`src/rtl/led_pkg.sv`:
```
// Shared types and constants for the LED mode scheduler.
//   mode_e        : display mode, OFF=0 BLINK=1 CHASE=2 COUNT=3
//   LED_W         : width of the LED pattern
//   init_pattern  : pattern loaded when a mode is entered
package led_pkg;

  localparam int unsigned LED_W  = 8;
  localparam int unsigned MODE_W = 2;

  typedef enum logic [MODE_W-1:0] {
    MODE_OFF   = 2'd0,
    MODE_BLINK = 2'd1,
    MODE_CHASE = 2'd2,
    MODE_COUNT = 2'd3
  } mode_e;

  localparam logic [LED_W-1:0] INIT_OFF   = 8'h00;
  localparam logic [LED_W-1:0] INIT_BLINK = 8'h00;
  localparam logic [LED_W-1:0] INIT_CHASE = 8'h01;
  localparam logic [LED_W-1:0] INIT_COUNT = 8'h00;

  function automatic logic [LED_W-1:0] init_pattern(input mode_e m);
    logic [LED_W-1:0] p;
    case (m)
      MODE_OFF:   p = INIT_OFF;
      MODE_BLINK: p = INIT_BLINK;
      MODE_CHASE: p = INIT_CHASE;
      MODE_COUNT: p = INIT_COUNT;
      default:    p = INIT_OFF;
    endcase
    return p;
  endfunction

endpackage

```
`src/rtl/tick_gen.sv`:
```
// Tick prescaler: counts 0..TICK_DIV-1 and pulses tick on the last count.
//   CLOCK_50 : clock
//   RESET    : async active-high reset
//   clr      : clear count to 0 (wins over en)
//   en       : advance count; when low the count holds and tick is suppressed
//   tick     : one-cycle pulse every TICK_DIV enabled cycles
module tick_gen #(
  parameter int unsigned TICK_DIV = 50000000
) (
  input  logic CLOCK_50,
  input  logic RESET,
  input  logic clr,
  input  logic en,
  output logic tick
);

  localparam int unsigned    CNT_W = (TICK_DIV > 1) ? $clog2(TICK_DIV) : 1;
  localparam logic [CNT_W-1:0] LAST = CNT_W'(TICK_DIV - 1);

  logic [CNT_W-1:0] r_cnt;

  // Counter wraps to 0 on the same edge the tick is consumed
  always_ff @(posedge CLOCK_50 or posedge RESET) begin
    if (RESET) begin
      r_cnt <= '0;
    end else if (clr) begin
      r_cnt <= '0;
    end else if (en) begin
      r_cnt <= (r_cnt == LAST) ? '0 : r_cnt + CNT_W'(1);
    end
  end

  assign tick = en && (r_cnt == LAST);

endmodule

```
`src/rtl/led_mode_scheduler.sv`:
```
// LED mode scheduler: KEY[0] steps the display mode, KEY[1] toggles pause,
// and each prescaler tick updates LEDG according to the current mode.
//   CLOCK_50 : clock
//   RESET    : async active-high reset
//   KEY[1:0] : active-low debounced pushbuttons
//   LEDG     : registered LED pattern
//   MODE     : registered current mode
//   PAUSED   : registered pause flag
module led_mode_scheduler
  import led_pkg::*;
#(
  parameter int unsigned TICK_DIV = 50000000
) (
  input  logic             CLOCK_50,
  input  logic             RESET,
  input  logic [1:0]       KEY,
  output logic [LED_W-1:0] LEDG,
  output logic [1:0]       MODE,
  output logic             PAUSED
);

  logic [1:0]       r_sync1;
  logic [1:0]       r_sync2;
  logic [1:0]       r_prev;
  logic [1:0]       r_warm;
  logic [1:0]       w_press;
  logic             w_tick;

  mode_e            r_mode;
  mode_e            w_mode_next;
  logic [LED_W-1:0] r_led;
  logic [LED_W-1:0] w_led_next;
  logic             r_paused;
  logic             w_paused_next;

  // Synchronizer, previous-value flop and post-reset warm-up counter
  always_ff @(posedge CLOCK_50 or posedge RESET) begin
    if (RESET) begin
      r_sync1 <= 2'b11;
      r_sync2 <= 2'b11;
      r_prev  <= 2'b11;
      r_warm  <= 2'd0;
    end else begin
      r_sync1 <= KEY;
      r_sync2 <= r_sync1;
      r_prev  <= r_sync2;
      if (r_warm != 2'd3) r_warm <= r_warm + 2'd1;
    end
  end

  // Presses are ignored until r_prev holds a real key sample, so a key held
  // low across reset cannot look like a fresh 1->0 edge.
  assign w_press = (r_warm == 2'd3) ? (r_prev & ~r_sync2) : 2'b00;

  tick_gen #(
    .TICK_DIV (TICK_DIV)
  ) u_tick_gen (
    .CLOCK_50 (CLOCK_50),
    .RESET    (RESET),
    .clr      (w_press[0]),
    .en       (~r_paused),
    .tick     (w_tick)
  );

  // Mode, pattern and pause state registers
  always_ff @(posedge CLOCK_50 or posedge RESET) begin
    if (RESET) begin
      r_mode   <= MODE_OFF;
      r_led    <= '0;
      r_paused <= 1'b0;
    end else begin
      r_mode   <= w_mode_next;
      r_led    <= w_led_next;
      r_paused <= w_paused_next;
    end
  end

  // Next state: a mode change discards any coincident tick
  always_comb begin
    w_mode_next   = r_mode;
    w_led_next    = r_led;
    w_paused_next = r_paused;

    if (w_press[0]) begin
      case (r_mode)
        MODE_OFF:   w_mode_next = MODE_BLINK;
        MODE_BLINK: w_mode_next = MODE_CHASE;
        MODE_CHASE: w_mode_next = MODE_COUNT;
        MODE_COUNT: w_mode_next = MODE_OFF;
        default:    w_mode_next = MODE_OFF;
      endcase
      w_led_next = init_pattern(w_mode_next);
    end else if (w_tick) begin
      case (r_mode)
        MODE_OFF:   w_led_next = '0;
        MODE_BLINK: w_led_next = ~r_led;
        MODE_CHASE: w_led_next = {r_led[LED_W-2:0], r_led[LED_W-1]};
        MODE_COUNT: w_led_next = r_led + LED_W'(1);
        default:    w_led_next = '0;
      endcase
    end

    if (w_press[1]) w_paused_next = ~r_paused;
  end

  assign LEDG   = r_led;
  assign MODE   = r_mode;
  assign PAUSED = r_paused;

endmodule

```
`config.mk`:
```
export PLATFORM = sky130hd
export DESIGN_NAME = led_mode_scheduler
export DESIGN_NICKNAME = d
export VERILOG_FILES = /design/src/rtl/led_pkg.sv /design/src/rtl/tick_gen.sv /design/src/rtl/led_mode_scheduler.sv
export SDC_FILE = /design/constraint.sdc
export NUM_CORES = 1
export LEC_CHECK = 0
export ABC_CLOCK_PERIOD_IN_PS = 2500
export CORE_MARGIN = 5
export CORE_UTILIZATION = 59
export CTS_CLUSTER_DIAMETER = 40
export CTS_CLUSTER_SIZE = 14
export DETAILED_ROUTE_END_ITERATION = 8
export PLACE_DENSITY_LB_ADDON = 0.2
export SLEW_MARGIN = 20
export SYNTH_ARGS = -nofsm -noshare
export SYNTH_HDL_FRONTEND = slang
export SYNTH_SLANG_ARGS = --single-unit
```
`constraint.sdc`:
```
create_clock -name CLOCK_50 -period 2.5 [get_ports CLOCK_50]
set_clock_uncertainty 0.05 [all_clocks]
set_input_delay 0.25 -clock CLOCK_50 [delete_from_list [all_inputs] [get_ports CLOCK_50]]
set_output_delay 0.25 -clock CLOCK_50 [all_outputs]
set_load 0.05 [all_outputs]
```
-- Word-level counts from Yosys, hierarchy flattened
Cells that the tools add are included.
- add/subtract/negate cells: 3
- equality and inequality tests: 10
- muxes and demuxes: 10
- bitwise logic cells: 4
- reduce and logical (&&, ||, !) cells: 5
- operator list (cell ; count):
    $mux W26 ; 3
    $pmux W8 S4 ; 1
    $add A26 B1 Y26 const B ; 1
    $eq A26 B26 Y1 const B ; 1
    $mux W8 ; 2
    $pmux W8 S2 ; 1
    $eq A2 B2 Y1 const B ; 5
    $add A8 B1 Y8 const B ; 1
    $not A8 Y8 ; 1
    $pmux W2 S4 ; 1
    $eq A2 B1 Y1 const B ; 2
    $logic_not A2 Y1 ; 2
    $mux W2 ; 2
    $ne A2 B2 Y1 const B ; 2
    $reduce_or A3 Y1 ; 1
    $add A2 B1 Y2 const B ; 1
    $and A2 B2 Y2 ; 1
    $not A2 Y2 ; 1
    $reduce_bool A2 Y1 ; 1
    $logic_and A1 B1 Y1 ; 1
    $not A1 Y1 ; 1
- flip-flop bits (word level): 45
- logic and storage cells: 40

-- Longest topological paths before layout
- depth after elaboration: 8
- depth in mapped cells: 7

-- Hierarchy
Synthesis repeated with hierarchy kept, for this count alone.
- cells, all modules: 251
- area, all modules: 2468.6 um^2
- by module, submodules not included (module ; instances ; cells an instance ; area an instance (um^2) ; sequential area each (um^2)):
    tick_gen ; 1 ; 151 ; 1433.9 ; 650.6
    led_mode_scheduler ; 1 ; 100 ; 1034.7 ; 483.0

-- Worst setup path after synthesis
No wires, ideal clock.
- path type: register to register
- start point: reg r_mode[1], in the netlist MODE[1]
- end point: reg r_led[4], in the netlist LEDG[4]
- library setup time: 119 ps
- arrival: 2057 ps
- setup slack: 274 ps
- cell stages (with the launch flop): 8
- path buffers: 1
- path through: dfrtp_1 -> inv_1 -> ha_1 -> clkdlybuf4s50_2 -> a21oi_1 -> o221ai_1 -> nor3b_1 -> o21a_1
- longest elaborated chain between the ends: 4
- elaborated cells on any way between the ends: 7
- classes of those cells: 3 x eq/ne; 3 x mux; 1 x reduce/logical
- ends and longest elaborated chain (element ; RTL line ; RTL):
    start: declaration ; led_mode_scheduler.sv:29 ; mode_e r_mode;
    start signal: assignment ; led_mode_scheduler.sv:72 ; r_mode <= w_mode_next;
    $eq A2 B2 Y1, or another cell as far along ; led_mode_scheduler.sv:94 ; case (r_mode)
    $pmux W8 S4 * ; led_mode_scheduler.sv:94 ;
    $mux W8 * ; led_mode_scheduler.sv:93 ; end else if (w_tick) begin
    $mux W8 * ; led_mode_scheduler.sv:84 ; if (w_press[0]) begin
    end signal: assignment ; led_mode_scheduler.sv:73 ; r_led <= w_led_next;
    end: declaration ; led_mode_scheduler.sv:31 ; logic [LED_W-1:0] r_led;
Every way passes the cells marked *; elsewhere a longest branch is shown, timed or not. The select of a mux whose other input is x is not followed.
A chain may end at the register's enable or synchronous reset.

-- Final worst setup path
- start point: reg u_tick_gen.r_cnt[10]
- end point: reg r_led[1], in the netlist LEDG[1]
- longest elaborated chain between the ends: 3
- ends and longest elaborated chain (element ; RTL line ; RTL):
    start: declaration ; tick_gen.sv:20 ; logic [CNT_W-1:0] r_cnt;
    start signal: assignment ; tick_gen.sv:29 ; r_cnt <= (r_cnt == LAST) ? '0 : r_cnt + CNT_W'(1);
    $eq A26 B26 Y1 ; tick_gen.sv:33 ; assign tick = en && (r_cnt == LAST);
    $logic_and A1 B1 Y1 ; tick_gen.sv:33 ;
    $reduce_bool A2 Y1 (no line) ; -- ;
Every way passes these cells.

==> metrics <==
met3 routed wirelength=236 um; # rows=23; ys async rst share=1.000; final design utilization=0.6904; min cycle time layout=2.246 ns; pre-CTS setup slack=0.2706 ns; Post-CTS Hold Fix Bufs=0; status=finished, final reports clean; total power=2.063 mW; fin. max-slew vios=0; setup TNS=0 ns; synth warn=0; Buf+Inv Stages, Crit Path=0; H-tree depth=2; MaxCap Viol Count=0; post-CTS setup buffer count=0; top-count cell post-synth=dfrtp_1; Finished Layout Cells=325; core box area=4058 um2; Congestion Overflow GR=0; crit path cell chain=or4_4, nor4_4, nand4_4, or3_1, a21oi_1; Synth top area share=0.3875; Setup Viol. Count Final=0; kind of end point of the critical path=flip-flop; total CTS buffers=5; wire per inst=14.31 um; Final #Nets=286; Placed Instances=317; critical path class=flip-flop to flip-flop; clk root buf=clkbuf_8; Die Ht=75.34 um; Synth area leaders=dfrtp_1 39%, dfstp_2 6.3%, nor2_1 4.3%, nand2_1 4.0%, ha_1 4.0%; WP data required=2.67 ns; CP max stage cell=or4_4; drt via density=5.889; 1st-pass router iterations=4; IO Port Bufs=14; hpwl dp=3267 um; Starting Density=0.6207; Post-synth top cells=39 x dfrtp_1, 29 x nor2_1, 27 x nand2_1; syn_nets=269; PwrDens=736.4 nW/um2; top cell type by total area after synthesis=dfrtp_1; RSZ-0062 raised after global routing=false; vias=1914; DR top layer=met4; final setup margin=0.2535 ns; Clock Sinks=45; final wirelength=4651 um; Max stage delay on crit path=0.54 ns; relative slew slack=0.6170; delay-heaviest family, CP=simple AND/OR/NAND/NOR gates; final count of hold timing violations=0; Post-CTS Resized=0; Hold WC Path Type=input pin to flip-flop; Post-synth EDFFs=0; Area Growth Syn to Fin=11.23%; ys flop type=dfrtp_1; Die Wd=75.34 um; Clk Latency, worst-skew pair=0.30 ns; Worst Path Arrival=2.42 ns; First DRT Iteration DRCs=121; met2 WL post-DR=2172 um; I/O pin count=15; CTS tree=yes; type of origin of the critical path=flip-flop; Post-Syn Instances=257; Synth Cell Area=2519 um2; register area share after synthesis=0.4501; Fmax=445.1 MHz; first-pass GRT wire length=8148 um; antenna violations before repair=0; Routed Antenna Nets=0; Clock transition at path regs=0.09 ns; Max rail drop VDD=0.0005276 V; syn_area_per_cell=9.800 um2; Crit Path Max Fanout=16; Worst Tran Pin Value=0.5693 ns; LEAKAGE=1.129 nW; number of global-route vias before repair=1785; DIE AREA=5675 um2; total global-route track usage=0.1872; layout cell share with drive strength beyond 1=0.1091; synthesized flop and latch total=45; clock buffer depth=2; Final Cycle Share=0.8986; met1 WL=2207 um; routability cong.=0.8299; largest net degree at the start of global routing=46; ANT cells=0; Synth cell types=58; DRC violations left=0
## kinds of logic (layout without fill, tap and decap cells)
logic type | count (synthesis) | count (layout) | synth area share
AND/OR/NAND/NOR | 117 | 117 | 0.2489
flip-flops | 45 | 45 | 0.4501
AO/OA/AOI/OAI | 42 | 42 | 0.1222
XOR/XNOR | 22 | 22 | 0.07650
buffers and inverters | 21 | 39 | 0.05414
adder cells (fa/ha/maj) | 8 | 8 | 0.03974
multiplexers | 2 | 2 | 0.008445
## stage by stage
stage	hold WS, ns	instance area, um2
after floorplan	0.2045	2519
after global placement	0.2968	2668
after detailed placement	0.2976	2668
after CTS	0.2935	2801
after global routing	0.2857	2801
final	0.3037	2801
## final timing paths
kind / end / depth (start not counted) / from / slack, ns
max: LEDG[1] / 5 / u_tick_gen.r_cnt[10] / 0.25
min: r_sync1[0] / 1 / KEY[0] / 0.30
max reg2reg: LEDG[1] / 5 / u_tick_gen.r_cnt[10] / 0.25
min reg2reg: r_sync2[0] / 0 / r_sync1[0] / 0.31
max in group asynchronous: r_prev[1] / 3 / RESET / 1.68
min in group asynchronous: u_tick_gen.r_cnt[0] / 3 / RESET / 0.33
## layout by cell type (no fill, tap or decap), types with 2 or more instances in the layout
cell type and count:
xor2_1 11, nand3b_1 3, nand2_1 27, nand3_1 13, ha_1 8, dfrtp_1 39, xnor2_1 11, nor3b_1 2
nor2_1 29, dfstp_2 6, o21a_1 2, nand4_1 8, nor2b_1 2, buf_4 5, and3_1 5, a21oi_1 14
or3_1 7, bufinv_16 2, clkbuf_8 5, clkdlybuf4s50_1 14, a222oi_1 2, and4_2 2, nor4_1 4, o21ai_0 7
inv_1 11, nor3_1 4
## cell type report
type	instances	area, um2
sequential	45	1134
inverter	12	45.04
timing repair buffer	19	177.7
clock buffer	5	68.82
clock inverter	3	65.06
tap	50	62.56
multi-input combinational	191	1249
fill	319	1256
## power by group
| group | internal, mW | switching, mW | leakage [nW] |
|---|---|---|---|
| logic | 0.215 | 0.356 | 0.474 |
| clock network | 0.397 | 0.245 | 0.0681 |
| registers | 0.788 | 0.0621 | 0.587 |
## metal layers
metal,up-vias,global-route usage
met3,4,0.03958
met2,42,0.3030
met4,0,0.05243
met5,-,0
met1,923,0.2562
li1,945,-
## flip-flops by register name (all words and copies together) (netlist names)
signal / flops
u_tick_gen.r_cnt: 26
LEDG: 8
MODE: 2
r_prev: 2
r_sync1: 2
r_sync2: 2
r_warm: 2
PAUSED: 1
Note: power is estimated with default switching activity, not from simulation.
==> RTL change 1, RTL diff (same settings) <==
Register the input `KEY` before use, cleared by the reset. The logic sees it one clock later.
--- a/src/rtl/led_mode_scheduler.sv
+++ b/src/rtl/led_mode_scheduler.sv
@@ -18,6 +18,16 @@
   output logic [1:0]       MODE,
   output logic             PAUSED
 );
+
+  logic [1:0] KEY_q;
+
+  always_ff @(posedge CLOCK_50 or posedge RESET) begin
+    if (RESET) begin
+      KEY_q <= '0;
+    end else begin
+      KEY_q <= KEY;
+    end
+  end
 
   logic [1:0]       r_sync1;
   logic [1:0]       r_sync2;
@@ -41,7 +51,7 @@
       r_prev  <= 2'b11;
       r_warm  <= 2'd0;
     end else begin
-      r_sync1 <= KEY;
+      r_sync1 <= KEY_q;
       r_sync2 <= r_sync1;
       r_prev  <= r_sync2;
       if (r_warm != 2'd3) r_warm <= r_warm + 2'd1;
Formal check against the unedited RTL: not equivalent (Yosys sat finds a counterexample within 10 cycles, from zero or initial values and one cycle with RESET high).
==> RTL change 1 against the unedited design <==
  * First-iteration DRC count increased by 34%
  * Largest cell class unchanged
  * Cell area is 2.5% higher
  * Synthesized area up 2.8%
  * Highest routed layer unchanged
  * Power is 1.7% lower
  * Routed wire length is 15% higher
  * Sequential cell count grew 2
  * Synthesized cell count up 5.1%
  * Global-route usage up 0.31 points
  * Sequential power is 8.6% higher
  * Worst setup slack lost 21 ps
  * Cell count rose by 2.5%
==> RTL change 1: results (changes against the unedited design) <==
- Status: complete, no violations
- CTS H-tree lvls: 2 (unchanged)
- Vias in the first global route: 1,877 (+5.2%)
- Clock buffer depth: 2 (unchanged)
- Initial antenna violation count: 0 (unchanged)
- Post-detail-place hpwl: 3710 um (+13%)
- Synth warnings: 0 (unchanged)
- Leak: 1.09 nW (-3.4%)
- Post-Synth XOR/XNOR Area: 0.0237 (-0.0528)
- Syn Area/Cell: 9.59 um^2 (-2.2%)
- DP Area: 2760 um^2 (+3.4%)
- CTS Root Cell: clkbuf_8
- CP Max Fanout: 17 (+1)
- Post-synth ARST share: 1.00 (unchanged)
- Place WS: 248 ps (-22.7 ps)
- Worst-margin pin slew: 563 ps (-5.76 ps)
- Total negative slack: 0 ps (unchanged)
- CP arrival: 2450 ps (+30 ps)
- Iteration-0 DRC Markers: 162 (+34%)
- HP Class: reg -> reg
- Worst vdd ir: 639 uV (+21%)
- Synth cell types: 51 (-12%)
- Post-synthesis adder-cell area fraction: 0.0387 (-0.00108)
- Final cell count without fillers: 333 (+2.5%)
- Final nets: 292 (+2.1%)
- N_diodes: 0 (unchanged)
- Setup Buffers After CTS: 0 (unchanged)
- Routed length per placed instance: 16.1 um (+12%)
- CTS buffer count: 5 (unchanged)
- Final setup viols: 0 (unchanged)
- FILL cells: 361 (+13%)
- Routability Congestion: 0.821 (-1.0%)
- Most frequent cells after synthesis: dfrtp_1, o21ai_0, a21oi_1, nand2_1, or4_1
- Largest net degree at the start of global routing: 48 (+4.3%)
- Synth area leaders: dfrtp_1, dfstp_2, o21ai_0, or4_1, a21oi_1
- Mux contribution to synthesized area: 0.00822 (-0.000229)
- Post-cts resize count: 0 (unchanged)
- Global-route wire length before repair: 9190 um (+13%)
- Syn nets: 282 (+4.8%)
- Final setup margin: 233 ps (-20.8 ps)
- Share of cells above drive strength 1: 0.103 (-0.00589)
- GR Util All Layers: 0.190 (+0.00309)
- Largest register FFs: 26 (unchanged)
- Synth Area in Compound Gates: 0.213 (+0.0909)
- IO Port Bufs: 14 (unchanged)
- Mean number of vias per cell: 6.44 (+9.3%)
- Sequential area share after synthesis: 0.457 (+0.00715)
-- RTL change 1: layout make-up --
class | instances | area share
multi-input cells | 196 | 0.451
flip-flops and latches | 47 | 0.412
repair buffers | 18 | 0.0593
clock buffers | 5 | 0.0240
well taps | 52 | 0.0227
inverters | 12 | 0.0157
clock inverters | 3 | 0.0153
-- RTL change 1: critical path: stages, from the launching register on --
cell and delay [ps]:
dfrtp_1 370, ha_1 260, nand3b_1 170, a2111o_1 650, or4_1 530, a21oi_1 160
-- RTL change 1: metrics by stage --
step	utilization	hold WS, ps
detailed placement	0.642	288
finish	0.668	311
floorplan	-	231
CTS	0.668	310
global placement	0.642	295
global route	0.668	316
-- RTL change 1: worst paths after layout --
path | start | endpoint | cells past startpoint
max reg2reg | r_warm[0] | u_tick_gen.r_cnt[16] | 5
min reg2reg | r_sync1[0] | r_sync2[0] | 0
min in group asynchronous | RESET | MODE[1] | 3
min | r_sync1[0] | r_sync2[0] | 0
max | r_warm[0] | u_tick_gen.r_cnt[16] | 5
max in group asynchronous | RESET | u_tick_gen.r_cnt[15] | 3
-- RTL change 1: routing by layer --
metal / vias up / GRT usage / part of all wire
met5: - / 0 / 0
met4: 0 / 0.0699 / 0.015
met3: 9 / 0.0449 / 0.042
met2: 42 / 0.271 / 0.47
met1: 1043 / 0.282 / 0.48
li1: 1050 / - / -
-- RTL change 1: kinds of logic (layout without fill, tap and decap cells) --
| group | count (synthesis) | count (layout) |
|---|---|---|
| DFF | 47 | 47 |
| AOI/OAI and AO/OA | 84 | 84 |
| buffers and inverters | 27 | 38 |
| muxes | 2 | 2 |
| and+or+nand+nor | 95 | 95 |
| adders and majority gates | 8 | 8 |
| xor gates and xnor gates | 7 | 7 |
-- RTL change 1: power by group --
group | internal, mW | leakage, nW | switching, mW
Sequential | 0.820 | 0.610 | 0.102
Clock | 0.298 | 0.0581 | 0.259
Combinational | 0.213 | 0.422 | 0.336
==> RTL change 2, RTL diff (config.mk and constraints unchanged) <==
Without the edit above. `TICK_DIV` is set to 50000000 in 2 places; all go to 200000000.
--- a/src/rtl/tick_gen.sv
+++ b/src/rtl/tick_gen.sv
@@ -5,7 +5,7 @@
 //   en       : advance count; when low the count holds and tick is suppressed
 //   tick     : one-cycle pulse every TICK_DIV enabled cycles
 module tick_gen #(
-  parameter int unsigned TICK_DIV = 50000000
+  parameter int unsigned TICK_DIV = 200000000
 ) (
   input  logic CLOCK_50,
   input  logic RESET,
--- a/src/rtl/led_mode_scheduler.sv
+++ b/src/rtl/led_mode_scheduler.sv
@@ -9,7 +9,7 @@
 module led_mode_scheduler
   import led_pkg::*;
 #(
-  parameter int unsigned TICK_DIV = 50000000
+  parameter int unsigned TICK_DIV = 200000000
 ) (
   input  logic             CLOCK_50,
   input  logic             RESET,
Behaviour: no difference found for any inputs over 10 cycles, from zero or initial values and one cycle with RESET high; that may be too few to reach the edited logic, so the function may still have changed.
==> RTL change 2 against the unedited design <==
  * Cell area up 3.3%
  * Synthesized area grew 1.8%
  * Power is 17% higher
  * Synthesized cell count is 0.39% higher
  * Worst setup slack improved by 71 ps
  * First-iteration DRC count fell by 14%
  * Cell count is 1.8% higher
  * Utilization decreased by 1.7 points
  * Sequential cell count rose by 2
  * Routed wire length rose by 7.2%
  * Highest routed layer unchanged
==> RTL change 2: results (changes against the unedited design) <==
- Final setup margin: 324 ps (+70.9 ps)
- Largest register FFs: 28 (+7.7%)
- Synth Area in Compound Gates: 0.102 (-0.0197)
- Mean number of vias per cell: 5.96 (+1.2%)
- Syn nets: 270 (+0.37%)
- Met1 usage in global routing: 0.255 (-0.00120)
- Synth area leaders: dfrtp_1, xor2_1, dfstp_2, nor2_1, ha_1
- Post-detail-place hpwl: 3570 um (+9.4%)
- Worst vdd ir: 323 uV (-39%)
- Sequential area share after synthesis: 0.462 (+0.0116)
- Worst-margin pin slew: 605 ps (+35.4 ps)
- Metal3 WL: 173 um (-27%)
- Slowest CP cell: dfrtp_1
- WL met2: 2330 um (+7.0%)
- Logic gate share of total power: 0.352 (+0.075)
- Status: complete, no violations
- Hold WS: 239 ps (-65.2 ps)
- Final nets: 290 (+1.4%)
- Most frequent cells after synthesis: dfrtp_1, nor2_1, nand2_1, xor2_1, nand4_1
- Int Power: 1.49 mW (+6.2%)
- Met3 Track Usage GR: 0.0391 (-0.000478)
- CP peak stage delay: 410 ps (-130 ps)
- Post-synthesis adder-cell area fraction: 0.0390 (-0.000698)
- DP Cell Count: 323 (+1.9%)
- Initial DRT Pass Iterations: 6 (+2)
- CP arrival: 2310 ps (-110 ps)
- Iteration-0 DRC Markers: 104 (-14%)
- M2 GR Usage: 0.283 (-0.0204)
- Routed length per placed instance: 15.1 um (+5.2%)
- R2R cell count: 6 (+1)
- Routability Congestion: 0.830 (about the same)
- GR Util All Layers: 0.182 (-0.00507)
- Post-Synth XOR/XNOR Area: 0.0922 (+0.0157)
- Synth cell types: 48 (-17%)
- Final cell count without fillers: 331 (+1.8%)
[RTL change 2: changes by cell type in the layout (fill, tap and decap cells not counted), sizes merged, moves of 5 or more]
cell / unedited run / this run
nor2: 29 / 35
or3: 7 / 1
xor2: 11 / 21
nand4: 9 / 15
a21oi: 14 / 6
xnor2: 11 / 6
[RTL change 2: area by class of cell]
class | instances | area, um^2
Sequential cell | 47 | 1180
Inverter | 9 | 33.8
Fill cell | 336 | 1400
Clock buffer | 5 | 68.8
Timing Repair Buffer | 22 | 213
Clock inverter | 3 | 43.8
Multi-Input combinational cell | 193 | 1280
Tap cell | 52 | 65.1
[RTL change 2: kinds of logic after synthesis]
logic type,Yosys count
flip-flops,47
AO/OA/AOI/OAI,37
multiplexers,5
buffers and inverters,18
AND/OR/NAND/NOR,116
XOR/XNOR,27
adder cells (fa/ha/maj),8
[RTL change 2: worst register-to-register path, delay by kind of cell, from the launching register on]
kind | cells | cell delay, ps
fa+ha+maj | 1 | 210
flops | 1 | 410
mux | 1 | 360
simple gates | 4 | 1020
